--- src/rtl/axi_gpio_pkg.sv ---
`default_nettype none
// ============================================================================
//  Module      : axi_gpio_pkg
//  Description : Shared definitions for the banked AXI4-Lite GPIO peripheral:
//                register offsets, global page constants, AXI response
//                encoding, per-bank register record and a WSTRB helper.
//  Ports       : none (package)
//  Revision    : 1.0 - initial banked release
// ============================================================================
package axi_gpio_pkg;

    // Offsets inside one bank page (bank b lives at 0x100*b)
    localparam logic [7:0] OFF_DIR       = 8'h00;
    localparam logic [7:0] OFF_OUT       = 8'h04;
    localparam logic [7:0] OFF_OUT_SET   = 8'h08;
    localparam logic [7:0] OFF_OUT_CLR   = 8'h0C;
    localparam logic [7:0] OFF_IN        = 8'h10;
    localparam logic [7:0] OFF_IRQ_MASK  = 8'h14;
    localparam logic [7:0] OFF_IRQ_STAT  = 8'h18;
    localparam logic [7:0] OFF_IRQ_CLR   = 8'h1C;
    localparam logic [7:0] OFF_EDGE_EN   = 8'h20;
    localparam logic [7:0] OFF_EDGE_POL  = 8'h24;
    localparam logic [7:0] OFF_LVL_POL   = 8'h28;
    localparam logic [7:0] OFF_EDGE_BOTH = 8'h2C;
    localparam logic [7:0] OFF_DEBOUNCE  = 8'h30;
    localparam logic [7:0] OFF_OUT_TGL   = 8'h34;

    // Global page
    localparam logic [11:0] GLOBAL_BASE  = 12'hF00;
    localparam logic [7:0]  G_VERSION    = 8'h00;
    localparam logic [7:0]  G_BANK_IRQ   = 8'h04;
    localparam logic [7:0]  G_CONFIG     = 8'h08;
    localparam logic [7:0]  G_SCRATCH    = 8'h0C;
    localparam logic [31:0] VERSION      = 32'h0002_0000;

    typedef enum logic [1:0] {
        RESP_OKAY   = 2'b00,
        RESP_SLVERR = 2'b10
    } axi_resp_e;

    // Registers of one bank; fields are stored 32 bits wide and masked to
    // the bank width so that upper bits always read back as zero.
    typedef struct packed {
        logic [31:0] dir;
        logic [31:0] out;
        logic [31:0] mask;
        logic [31:0] status;
        logic [31:0] edge_en;
        logic [31:0] edge_pol;
        logic [31:0] lvl_pol;
        logic [31:0] edge_both;
        logic [31:0] debounce;
    } bank_regs_t;

    function automatic logic [31:0] strb_to_mask(input logic [3:0] strb);
        return {{8{strb[3]}}, {8{strb[2]}}, {8{strb[1]}}, {8{strb[0]}}};
    endfunction

endpackage
`default_nettype wire

--- src/rtl/gpio_pin_filter.sv ---
`default_nettype none
// ============================================================================
//  Module      : gpio_pin_filter
//  Description : Per-pin input conditioning for one bank: 2-FF synchroniser,
//                debounce counter, debounced value and its one-cycle delay.
//  Ports       : clk, rst          - clock, synchronous active-high reset
//                i_raw             - asynchronous pad inputs
//                i_debounce        - stable cycles required (0/1 = bypass)
//                o_db, o_db_prev   - debounced value and previous value
//  Revision    : 1.0 - initial banked release
// ============================================================================
module gpio_pin_filter #(
    parameter int WIDTH      = 32,
    parameter int DEBOUNCE_W = 8
) (
    input  logic                  clk,
    input  logic                  rst,
    input  logic [WIDTH-1:0]      i_raw,
    input  logic [DEBOUNCE_W-1:0] i_debounce,
    output logic [WIDTH-1:0]      o_db,
    output logic [WIDTH-1:0]      o_db_prev
);

    logic [WIDTH-1:0]      r_sync1;
    logic [WIDTH-1:0]      r_sync2;
    logic [WIDTH-1:0]      r_db;
    logic [WIDTH-1:0]      r_db_prev;
    logic [DEBOUNCE_W-1:0] r_cnt [WIDTH];

    logic                  w_bypass;
    logic [DEBOUNCE_W-1:0] w_limit;

    assign w_bypass = (i_debounce <= DEBOUNCE_W'(1));
    assign w_limit  = i_debounce - DEBOUNCE_W'(1);

    always_ff @(posedge clk) begin
        if (rst) begin
            r_sync1   <= '0;
            r_sync2   <= '0;
            r_db      <= '0;
            r_db_prev <= '0;
            for (int i = 0; i < WIDTH; i++) begin
                r_cnt[i] <= '0;
            end
        end else begin
            r_sync1   <= i_raw;
            r_sync2   <= r_sync1;
            r_db_prev <= r_db;
            for (int i = 0; i < WIDTH; i++) begin
                if (w_bypass) begin
                    r_db[i]  <= r_sync2[i];
                    r_cnt[i] <= '0;
                end else if (r_sync2[i] != r_db[i]) begin
                    // The counter reaches D-1 on the D-th differing cycle,
                    // so a pulse must last D cycles to be accepted.
                    if (r_cnt[i] == w_limit) begin
                        r_db[i]  <= r_sync2[i];
                        r_cnt[i] <= '0;
                    end else begin
                        r_cnt[i] <= r_cnt[i] + DEBOUNCE_W'(1);
                    end
                end else begin
                    r_cnt[i] <= '0;
                end
            end
        end
    end

    assign o_db      = r_db;
    assign o_db_prev = r_db_prev;

endmodule
`default_nettype wire

--- src/rtl/axi_gpio_banked.sv ---
`default_nettype none
// ============================================================================
//  Module      : axi_gpio_banked
//  Description : AXI4-Lite GPIO with N_BANKS pages of BANK_WIDTH pins. Each
//                bank has direction/output/toggle registers, edge/level/both-
//                edge interrupts, debounce and its own IRQ line.
//  Ports       : aclk, areset            - clock, synchronous active-high reset
//                aw*/w*/b*, ar*/r*       - AXI4-Lite slave
//                gpio_in_raw             - asynchronous pad inputs
//                gpio_out, gpio_oe       - OUT and DIR register values
//                irq_bank, irq           - per-bank and combined interrupts
//  Revision    : 1.0 - initial banked release
// ============================================================================
module axi_gpio_banked
    import axi_gpio_pkg::*;
#(
    parameter int N_BANKS        = 2,
    parameter int BANK_WIDTH     = 32,
    parameter int DEBOUNCE_W     = 8,
    parameter int AXI_ADDR_WIDTH = 12,
    parameter int AXI_DATA_WIDTH = 32
) (
    input  logic                          aclk,
    input  logic                          areset,
    input  logic [AXI_ADDR_WIDTH-1:0]     awaddr,
    input  logic                          awvalid,
    output logic                          awready,
    input  logic [AXI_DATA_WIDTH-1:0]     wdata,
    input  logic [AXI_DATA_WIDTH/8-1:0]   wstrb,
    input  logic                          wvalid,
    output logic                          wready,
    output logic [1:0]                    bresp,
    output logic                          bvalid,
    input  logic                          bready,
    input  logic [AXI_ADDR_WIDTH-1:0]     araddr,
    input  logic                          arvalid,
    output logic                          arready,
    output logic [AXI_DATA_WIDTH-1:0]     rdata,
    output logic [1:0]                    rresp,
    output logic                          rvalid,
    input  logic                          rready,
    input  logic [N_BANKS*BANK_WIDTH-1:0] gpio_in_raw,
    output logic [N_BANKS*BANK_WIDTH-1:0] gpio_out,
    output logic [N_BANKS*BANK_WIDTH-1:0] gpio_oe,
    output logic [N_BANKS-1:0]            irq_bank,
    output logic                          irq
);

    localparam logic [31:0] c_BANK_MASK = 32'((64'd1 << BANK_WIDTH) - 64'd1);
    localparam logic [31:0] c_DB_MASK   = 32'((64'd1 << DEBOUNCE_W) - 64'd1);
    localparam logic [31:0] c_CONFIG    = {8'd0, 8'(DEBOUNCE_W), 8'(BANK_WIDTH), 8'(N_BANKS)};
    localparam logic [3:0]  c_GPAGE     = GLOBAL_BASE[11:8];

    // Registers
    bank_regs_t                r_bank [N_BANKS];
    logic [31:0]               r_scratch;
    logic                      r_up;          // low during and one cycle after reset
    logic                      r_aw_full;
    logic [AXI_ADDR_WIDTH-1:0] r_aw_addr;
    logic                      r_w_full;
    logic [31:0]               r_w_data;
    logic [3:0]                r_w_strb;
    logic                      r_bvalid;
    axi_resp_e                 r_bresp;
    logic                      r_rvalid;
    logic [31:0]               r_rdata;
    axi_resp_e                 r_rresp;

    // Combinational
    bank_regs_t                w_bank_nxt [N_BANKS];
    logic [31:0]               w_scratch_nxt;
    logic [BANK_WIDTH-1:0]     w_event [N_BANKS];
    logic [BANK_WIDTH-1:0]     w_in    [N_BANKS];
    logic                      w_commit;
    logic                      w_wr_ok;
    logic [3:0]                w_wr_page;
    logic [7:0]                w_wr_off;
    logic [31:0]               w_wm;
    logic [31:0]               w_wd;
    logic [31:0]               w_clr;
    logic                      w_rd_ok;
    logic [3:0]                w_rd_page;
    logic [7:0]                w_rd_off;
    logic [31:0]               w_rd_data;

    // A mapped address is either a defined global offset or a defined offset
    // inside an existing bank page; everything above 12 bits must be zero.
    function automatic logic addr_ok(input logic [AXI_ADDR_WIDTH-1:0] a);
        logic [3:0] page;
        logic [7:0] off;
        logic       ok;
        page = a[11:8];
        off  = {a[7:2], 2'b00};
        ok   = 1'b0;
        if (page == c_GPAGE) begin
            ok = (off <= G_SCRATCH);
        end else if ({4'd0, page} < 8'(N_BANKS)) begin
            ok = (off <= OFF_OUT_TGL);
        end
        return ok && ((a >> 12) == '0);
    endfunction

    // ------------------------------------------------------------------
    // Per-bank input filtering, event generation and outputs
    // ------------------------------------------------------------------
    for (genvar gb = 0; gb < N_BANKS; gb++) begin : g_bank
        logic [BANK_WIDTH-1:0] w_db;
        logic [BANK_WIDTH-1:0] w_db_prev;
        logic [BANK_WIDTH-1:0] w_en;
        logic [BANK_WIDTH-1:0] w_pol;
        logic [BANK_WIDTH-1:0] w_lvl;
        logic [BANK_WIDTH-1:0] w_both;
        logic [BANK_WIDTH-1:0] w_edge;

        gpio_pin_filter #(
            .WIDTH      (BANK_WIDTH),
            .DEBOUNCE_W (DEBOUNCE_W)
        ) u_filter (
            .clk        (aclk),
            .rst        (areset),
            .i_raw      (gpio_in_raw[gb*BANK_WIDTH +: BANK_WIDTH]),
            .i_debounce (r_bank[gb].debounce[DEBOUNCE_W-1:0]),
            .o_db       (w_db),
            .o_db_prev  (w_db_prev)
        );

        assign w_en   = r_bank[gb].edge_en[BANK_WIDTH-1:0];
        assign w_pol  = r_bank[gb].edge_pol[BANK_WIDTH-1:0];
        assign w_lvl  = r_bank[gb].lvl_pol[BANK_WIDTH-1:0];
        assign w_both = r_bank[gb].edge_both[BANK_WIDTH-1:0];

        assign w_edge = (w_both & (w_db ^ w_db_prev))
                      | (~w_both &  w_pol &  w_db & ~w_db_prev)
                      | (~w_both & ~w_pol & ~w_db &  w_db_prev);

        assign w_event[gb] = (w_en & w_edge) | (~w_en & ~(w_db ^ w_lvl));
        assign w_in[gb]    = w_db;

        assign irq_bank[gb] = |(r_bank[gb].status & r_bank[gb].mask);
        assign gpio_out[gb*BANK_WIDTH +: BANK_WIDTH] = r_bank[gb].out[BANK_WIDTH-1:0];
        assign gpio_oe[gb*BANK_WIDTH +: BANK_WIDTH]  = r_bank[gb].dir[BANK_WIDTH-1:0];
    end

    assign irq = |irq_bank;

    // ------------------------------------------------------------------
    // Write decode and register next state
    // ------------------------------------------------------------------
    assign w_commit  = r_aw_full && r_w_full && !r_bvalid;
    assign w_wr_ok   = addr_ok(r_aw_addr);
    assign w_wr_page = r_aw_addr[11:8];
    assign w_wr_off  = {r_aw_addr[7:2], 2'b00};
    assign w_wm      = strb_to_mask(r_w_strb);
    assign w_wd      = r_w_data & w_wm;

    always_comb begin : p_next
        w_bank_nxt    = r_bank;
        w_scratch_nxt = r_scratch;
        w_clr         = '0;
        for (int b = 0; b < N_BANKS; b++) begin
            w_clr = '0;
            if (w_commit && w_wr_ok && (w_wr_page == 4'(b))) begin
                case (w_wr_off)
                    OFF_DIR:       w_bank_nxt[b].dir       = ((r_bank[b].dir & ~w_wm) | w_wd) & c_BANK_MASK;
                    OFF_OUT:       w_bank_nxt[b].out       = ((r_bank[b].out & ~w_wm) | w_wd) & c_BANK_MASK;
                    OFF_OUT_SET:   w_bank_nxt[b].out       = (r_bank[b].out | w_wd) & c_BANK_MASK;
                    OFF_OUT_CLR:   w_bank_nxt[b].out       = r_bank[b].out & ~w_wd;
                    OFF_OUT_TGL:   w_bank_nxt[b].out       = (r_bank[b].out ^ w_wd) & c_BANK_MASK;
                    OFF_IRQ_MASK:  w_bank_nxt[b].mask      = ((r_bank[b].mask & ~w_wm) | w_wd) & c_BANK_MASK;
                    OFF_IRQ_CLR:   w_clr                   = w_wd;
                    OFF_EDGE_EN:   w_bank_nxt[b].edge_en   = ((r_bank[b].edge_en & ~w_wm) | w_wd) & c_BANK_MASK;
                    OFF_EDGE_POL:  w_bank_nxt[b].edge_pol  = ((r_bank[b].edge_pol & ~w_wm) | w_wd) & c_BANK_MASK;
                    OFF_LVL_POL:   w_bank_nxt[b].lvl_pol   = ((r_bank[b].lvl_pol & ~w_wm) | w_wd) & c_BANK_MASK;
                    OFF_EDGE_BOTH: w_bank_nxt[b].edge_both = ((r_bank[b].edge_both & ~w_wm) | w_wd) & c_BANK_MASK;
                    OFF_DEBOUNCE:  w_bank_nxt[b].debounce  = ((r_bank[b].debounce & ~w_wm) | w_wd) & c_DB_MASK;
                    default: ;
                endcase
            end
            // Clear first, then OR in new events: a simultaneous set wins.
            w_bank_nxt[b].status = ((r_bank[b].status & ~w_clr) | 32'(w_event[b])) & c_BANK_MASK;
        end
        if (w_commit && w_wr_ok && (w_wr_page == c_GPAGE) && (w_wr_off == G_SCRATCH)) begin
            w_scratch_nxt = (r_scratch & ~w_wm) | w_wd;
        end
    end

    // ------------------------------------------------------------------
    // Read mux (sampled at the AR handshake)
    // ------------------------------------------------------------------
    assign w_rd_page = araddr[11:8];
    assign w_rd_off  = {araddr[7:2], 2'b00};

    always_comb begin : p_rd_mux
        w_rd_ok   = addr_ok(araddr);
        w_rd_data = '0;
        if (w_rd_ok) begin
            if (w_rd_page == c_GPAGE) begin
                case (w_rd_off)
                    G_VERSION:  w_rd_data = VERSION;
                    G_BANK_IRQ: w_rd_data = 32'(irq_bank);
                    G_CONFIG:   w_rd_data = c_CONFIG;
                    G_SCRATCH:  w_rd_data = r_scratch;
                    default:    w_rd_data = '0;
                endcase
            end else begin
                for (int b = 0; b < N_BANKS; b++) begin
                    if (w_rd_page == 4'(b)) begin
                        case (w_rd_off)
                            OFF_DIR:       w_rd_data = r_bank[b].dir;
                            OFF_OUT:       w_rd_data = r_bank[b].out;
                            OFF_IN:        w_rd_data = 32'(w_in[b]);
                            OFF_IRQ_MASK:  w_rd_data = r_bank[b].mask;
                            OFF_IRQ_STAT:  w_rd_data = r_bank[b].status;
                            OFF_EDGE_EN:   w_rd_data = r_bank[b].edge_en;
                            OFF_EDGE_POL:  w_rd_data = r_bank[b].edge_pol;
                            OFF_LVL_POL:   w_rd_data = r_bank[b].lvl_pol;
                            OFF_EDGE_BOTH: w_rd_data = r_bank[b].edge_both;
                            OFF_DEBOUNCE:  w_rd_data = r_bank[b].debounce;
                            default:       w_rd_data = '0;  // pulse registers
                        endcase
                    end
                end
            end
        end
    end

    // ------------------------------------------------------------------
    // Sequential state
    // ------------------------------------------------------------------
    always_ff @(posedge aclk) begin
        if (areset) begin
            for (int b = 0; b < N_BANKS; b++) begin
                r_bank[b]          <= '0;
                r_bank[b].edge_pol <= c_BANK_MASK;
                r_bank[b].lvl_pol  <= c_BANK_MASK;
            end
            r_scratch <= '0;
            r_up      <= 1'b0;
            r_aw_full <= 1'b0;
            r_aw_addr <= '0;
            r_w_full  <= 1'b0;
            r_w_data  <= '0;
            r_w_strb  <= '0;
            r_bvalid  <= 1'b0;
            r_bresp   <= RESP_OKAY;
            r_rvalid  <= 1'b0;
            r_rdata   <= '0;
            r_rresp   <= RESP_OKAY;
        end else begin
            r_bank    <= w_bank_nxt;
            r_scratch <= w_scratch_nxt;
            r_up      <= 1'b1;

            if (awvalid && awready) begin
                r_aw_full <= 1'b1;
                r_aw_addr <= awaddr;
            end
            if (wvalid && wready) begin
                r_w_full <= 1'b1;
                r_w_data <= 32'(wdata);
                r_w_strb <= 4'(wstrb);
            end
            if (w_commit) begin
                r_bvalid <= 1'b1;
                r_bresp  <= w_wr_ok ? RESP_OKAY : RESP_SLVERR;
            end else if (r_bvalid && bready) begin
                r_bvalid  <= 1'b0;
                r_aw_full <= 1'b0;
                r_w_full  <= 1'b0;
            end

            if (arvalid && arready) begin
                r_rvalid <= 1'b1;
                r_rdata  <= w_rd_data;
                r_rresp  <= w_rd_ok ? RESP_OKAY : RESP_SLVERR;
            end else if (r_rvalid && rready) begin
                r_rvalid <= 1'b0;
            end
        end
    end

    assign awready = r_up && !r_aw_full && !r_bvalid;
    assign wready  = r_up && !r_w_full && !r_bvalid;
    assign bvalid  = r_bvalid;
    assign bresp   = r_bresp;
    assign arready = r_up && !r_rvalid;
    assign rvalid  = r_rvalid;
    assign rdata   = AXI_DATA_WIDTH'(r_rdata);
    assign rresp   = r_rresp;

endmodule
`default_nettype wire

--- config.mk ---
export PLATFORM = sky130hd
export DESIGN_NAME = axi_gpio_banked
export DESIGN_NICKNAME = d
export VERILOG_FILES = /design/src/rtl/axi_gpio_pkg.sv /design/src/rtl/gpio_pin_filter.sv /design/src/rtl/axi_gpio_banked.sv
export SDC_FILE = /design/constraint.sdc
export NUM_CORES = 2
export LEC_CHECK = 0
export BUFFER_PORTS_ARGS = -buffer_cell sky130_fd_sc_hd__buf_2
export CAP_MARGIN = 20
export CORE_AREA = 2 2 392 394
export DETAILED_ROUTE_END_ITERATION = 10
export DIE_AREA = 0 0 394 396
export HOLD_SLACK_MARGIN = 0.03
export PLACE_DENSITY = 0.66
export SLEW_MARGIN = 20
export SYNTH_ARGS = -nofsm -noshare
export SYNTH_HDL_FRONTEND = slang
export SYNTH_SLANG_ARGS = --single-unit
--- constraint.sdc ---
create_clock -name aclk -period 5.3 [get_ports aclk]
set_input_delay 0.53 -clock aclk [delete_from_list [all_inputs] [get_ports aclk]]
set_output_delay 0.53 -clock aclk [all_outputs]
set_load 0.05 [all_outputs]
==> flow_results.org <==
** Worst setup path
- Critical path data arrival time :: 4630 ps
- Worst Path Required :: 5830 ps
- Startpoint-to-endpoint class of the critical path :: reg -> reg
- Maximum cell stage delay along the critical path :: 990 ps
- Walking the worst path, the cells encountered are buf_4, or4_2, o21ai_4, and2_1, buf_4, xnor2_1, or4_1, nand3_1, nor2_1.
- R2r worst-path depth :: 9
- Worst-case register-to-register setup slack :: 1200 ps
- STA classifies the critical path endpoint as a flop.
- Critical path startpoint category :: flop
- Worst setup path endpoint :: g_bank[0].u_filter.r_cnt[0][43]
- Critical register-to-register path endpoint :: g_bank[0].u_filter.r_cnt[0][43]
- In this run the worst path has a maximum fanout of 15.
- Slowest cell on crit path :: or4_2
- Most Frequent Cell on Critical Path :: buf_4

** Final layout
- Sequential cell area :: 33,420 sq um
- Synth-to-layout area growth :: 14.15%
- Layout cell share with drive strength beyond 1 :: 9.342%
- In the final design database the tool counted 9,166 nets.
- The multi-input combinational cells in the finished layout cover a total of 40,450 sq um.
- Leaving out fill and tap cells, the most frequent cell in the layout is nand2_1.
- The filler cells instantiated in the layout total 13,408.
- Fin area :: 86,100 sq um
- Most used cells in the layout excluding fill and tap cells :: nand2_1, nor2_1, dfxtp_1
- Once layout is complete, the utilization of the core stands at 56.81%.

** Clock tree
- After clock tree synthesis, the clock-pin slew on the worst setup and hold paths is 60 ps.
- The number of clock buffers added by TritonCTS is 157.
- Number of H-tree branching levels :: 4
- In this run the clock root is driven by a clkbuf_16.
- CTS tree :: built
- Clk sinks :: 1,413
- Counting along the longest clock path gives a buffer depth of 3.
- Clock latency on the worst-skew pair, taken at its later pin, is 810 ps.

** Placement
- IO buf count :: 296
- Worst slack after detailed placement :: 1213 ps
- Area of placed instances :: 79,860 sq um
- Placed wire-length estimate :: 181,100 um
- Weighted congestion at the end of routability-driven global placement :: 0.9553

** Global route
- The number of global-route vias before repair was 61,153.
- Leftover overflow at the end of global routing :: 0
- Global routing used 33.14% of the available tracks across all layers.
- The first global-routing pass estimated 391,600 um of wire.
- Number of antenna violations at the first check in global routing :: 23
- Largest net degree at the start of global routing :: 122

** Timing
- RSZ-0062 raised after global routing :: no
- Setup violations remaining at the end of the flow were counted as 0.
- Setup TNS Final :: 0 ps
- The final count of pins violating max slew is 0.
- Post-layout minimum cycle time :: 4101 ps
- Transition time at the pin with the least slew margin :: 1178 ps
- Final setup skew :: 31.29 ps
- Worst relative slew slack :: 21.39%
- Worst Hold Slack :: 67.30 ps
- The number of hold violations in the final report was 0.
- After layout, the worst setup slack is 1199 ps.
- Of the available clock period, the critical path in the final layout requires 77.39%.
- Highest Clock Rate :: 243.8 MHz

** Logic synthesis
- The Yosys step of the flow raised 0 warnings.
- Number of flops mapped to enable cells by yosys :: 512
- After technology mapping, the gate count stands at 8,350.
- Counting flops with an async set or reset pin after synthesis yields a share of 0%.
- Counting flops and latches in the post-synthesis netlist gives 1,413.
- Each instance of the synthesized netlist takes up on average 9.033 sq um.
- In this run the cell area of the synthesized design comes to 75,420 sq um.
- Proportion of synthesized chip area in sequential cells :: 44.30%
- The most used flip-flop cell after synthesis is dfxtp_1.
- Number of distinct library cells after synthesis :: 92

** Drt
- In the routed layout, each cell is associated on average with a via count of 5.965.
- DR iter-0 viols :: 7,847
- The first detailed-routing pass took 8 iterations.
- In this run the remaining antenna-violating nets after routing total 0.
- After detailed routing, the total wire length is 266,900 um.
- Drt wl/cell :: 24.13 um
- DRC violations left :: 0
- The routed layout has 65,963 vias.

** Power
- Dividing total power by cell area gives a power density of 279.5 nW/um^2.
- VDD IR max :: 282.1 uV
- Leakage power summed over all cells :: 32.34 nW

** Floorplanning
- X dimension of the die :: 394 um
- Die height :: 396 um
- Standard-cell rows :: 143
- The floorplan step defined a die boundary enclosing 156,000 sq um.
- 303 I/O pins were placed.
- The initial utilization of the core area, before any placement, comes to 49.77%.
- Core Region :: 151,500 sq um

** Flow run
- Across the run, the number of max-cap violations was 0.

** Hold path
- The path class of the tightest hold or removal check is in -> reg.

** Status
- Result of the run :: finished clean
final cells by class:
type / instances / share of cell area (%)
Clock buffer: 233 / 5.442
Multi-Input combinational cell: 6620 / 46.98
Inverter: 154 / 0.6772
Antenna cell: 5 / 0.01453
Timing Repair Buffer: 557 / 4.546
Tap cell: 2030 / 2.950
Clock inverter: 47 / 0.5697
Sequential cell: 1413 / 38.82
Yosys cell counts (132+ instances only):
library cell,n,area share (%)
clkbuf_1,423,2.1
buf_4,137,1.4
xnor2_1,493,5.7
a21oi_1,443,2.9
ha_1,132,2.2
inv_1,153,0.76
nand2_1,949,4.7
o21ai_0,292,1.9
nor2b_1,208,1.7
dfxtp_1,901,24
xor2_1,470,5.5
nand3_1,435,2.9
a22oi_1,296,2.9
nor2_1,959,4.8
and3_1,174,1.4
mux2i_1,192,2.5
o211ai_1,166,1.7
edfxtp_1,512,20
cells by family (layout without fill, tap and decap cells):
group,after synthesis,in the layout,synth area share (%)
simple gates,3070,3070,18.65
compound gates,1719,1719,15.36
flops,1413,1413,44.30
xor+xnor,984,984,11.79
buf+inv,829,991,5.002
mux,201,201,2.697
fa+ha+maj,132,132,2.190
other cells,2,519,0.009957
where the power goes:
group          internal, W  switching [W]  leakage (nW)
logic             0.000439       0.000692          17.2
registers           0.0115       0.000375          12.6
clock network      0.00649        0.00459          2.54
total               0.0184        0.00566          32.3
metal layers:
metal	part of all wire, %	track usage (%)	vias up
li1	-	-	30094
met1	40	43.83	31618
met2	42	48.79	3493
met3	12	8.988	740
met4	6.2	18.87	18
met5	0.063	0	-
how the worst min path moves through the flow:
stage                                   startpoint                              to  cells past startpoint  slack, ps
finish                                    wdata[5]                     r_w_data[5]                      3         70
global route                       gpio_in_raw[41]   g_bank[1].u_filter.r_sync1[9]                      2         60
CTS                                       wdata[7]                     r_w_data[7]                      3         30
detailed placement  g_bank[1].u_filter.r_sync1[25]  g_bank[1].u_filter.r_sync2[25]                      1        430
global placement     g_bank[1].u_filter.r_sync1[6]   g_bank[1].u_filter.r_sync2[6]                      1        420
floorplan            g_bank[0].u_filter.r_sync1[0]   g_bank[0].u_filter.r_sync2[0]                      1        410
repair_timing:
| item | in CTS | in global routing |
|---|---|---|
| hold buffers | 105 | 0 |
| hold endpoints to repair | 107 | 0 |
| setup buffers | 0 | 0 |
| resized for setup | 0 | 0 |
metrics by stage:
| stage | power (W) | std cells |
|---|---|---|
| global route | 0.02470 | 11057 |
| finish | 0.02406 | 11059 |
| detailed placement | 0.01309 | 10669 |
| global placement | 0.01307 | 10669 |
| floorplan | 0.01264 | 8862 |
| CTS | 0.02412 | 11054 |
critical path: cells and delay by family (launching register included):
kind,cells,cell delay (ps)
buffers and inverters,2,590
AOI/OAI and AO/OA,1,250
xor gates and xnor gates,1,80
and+or+nand+nor,5,2520
DFF,1,360
(Power assumes the default switching activity.)
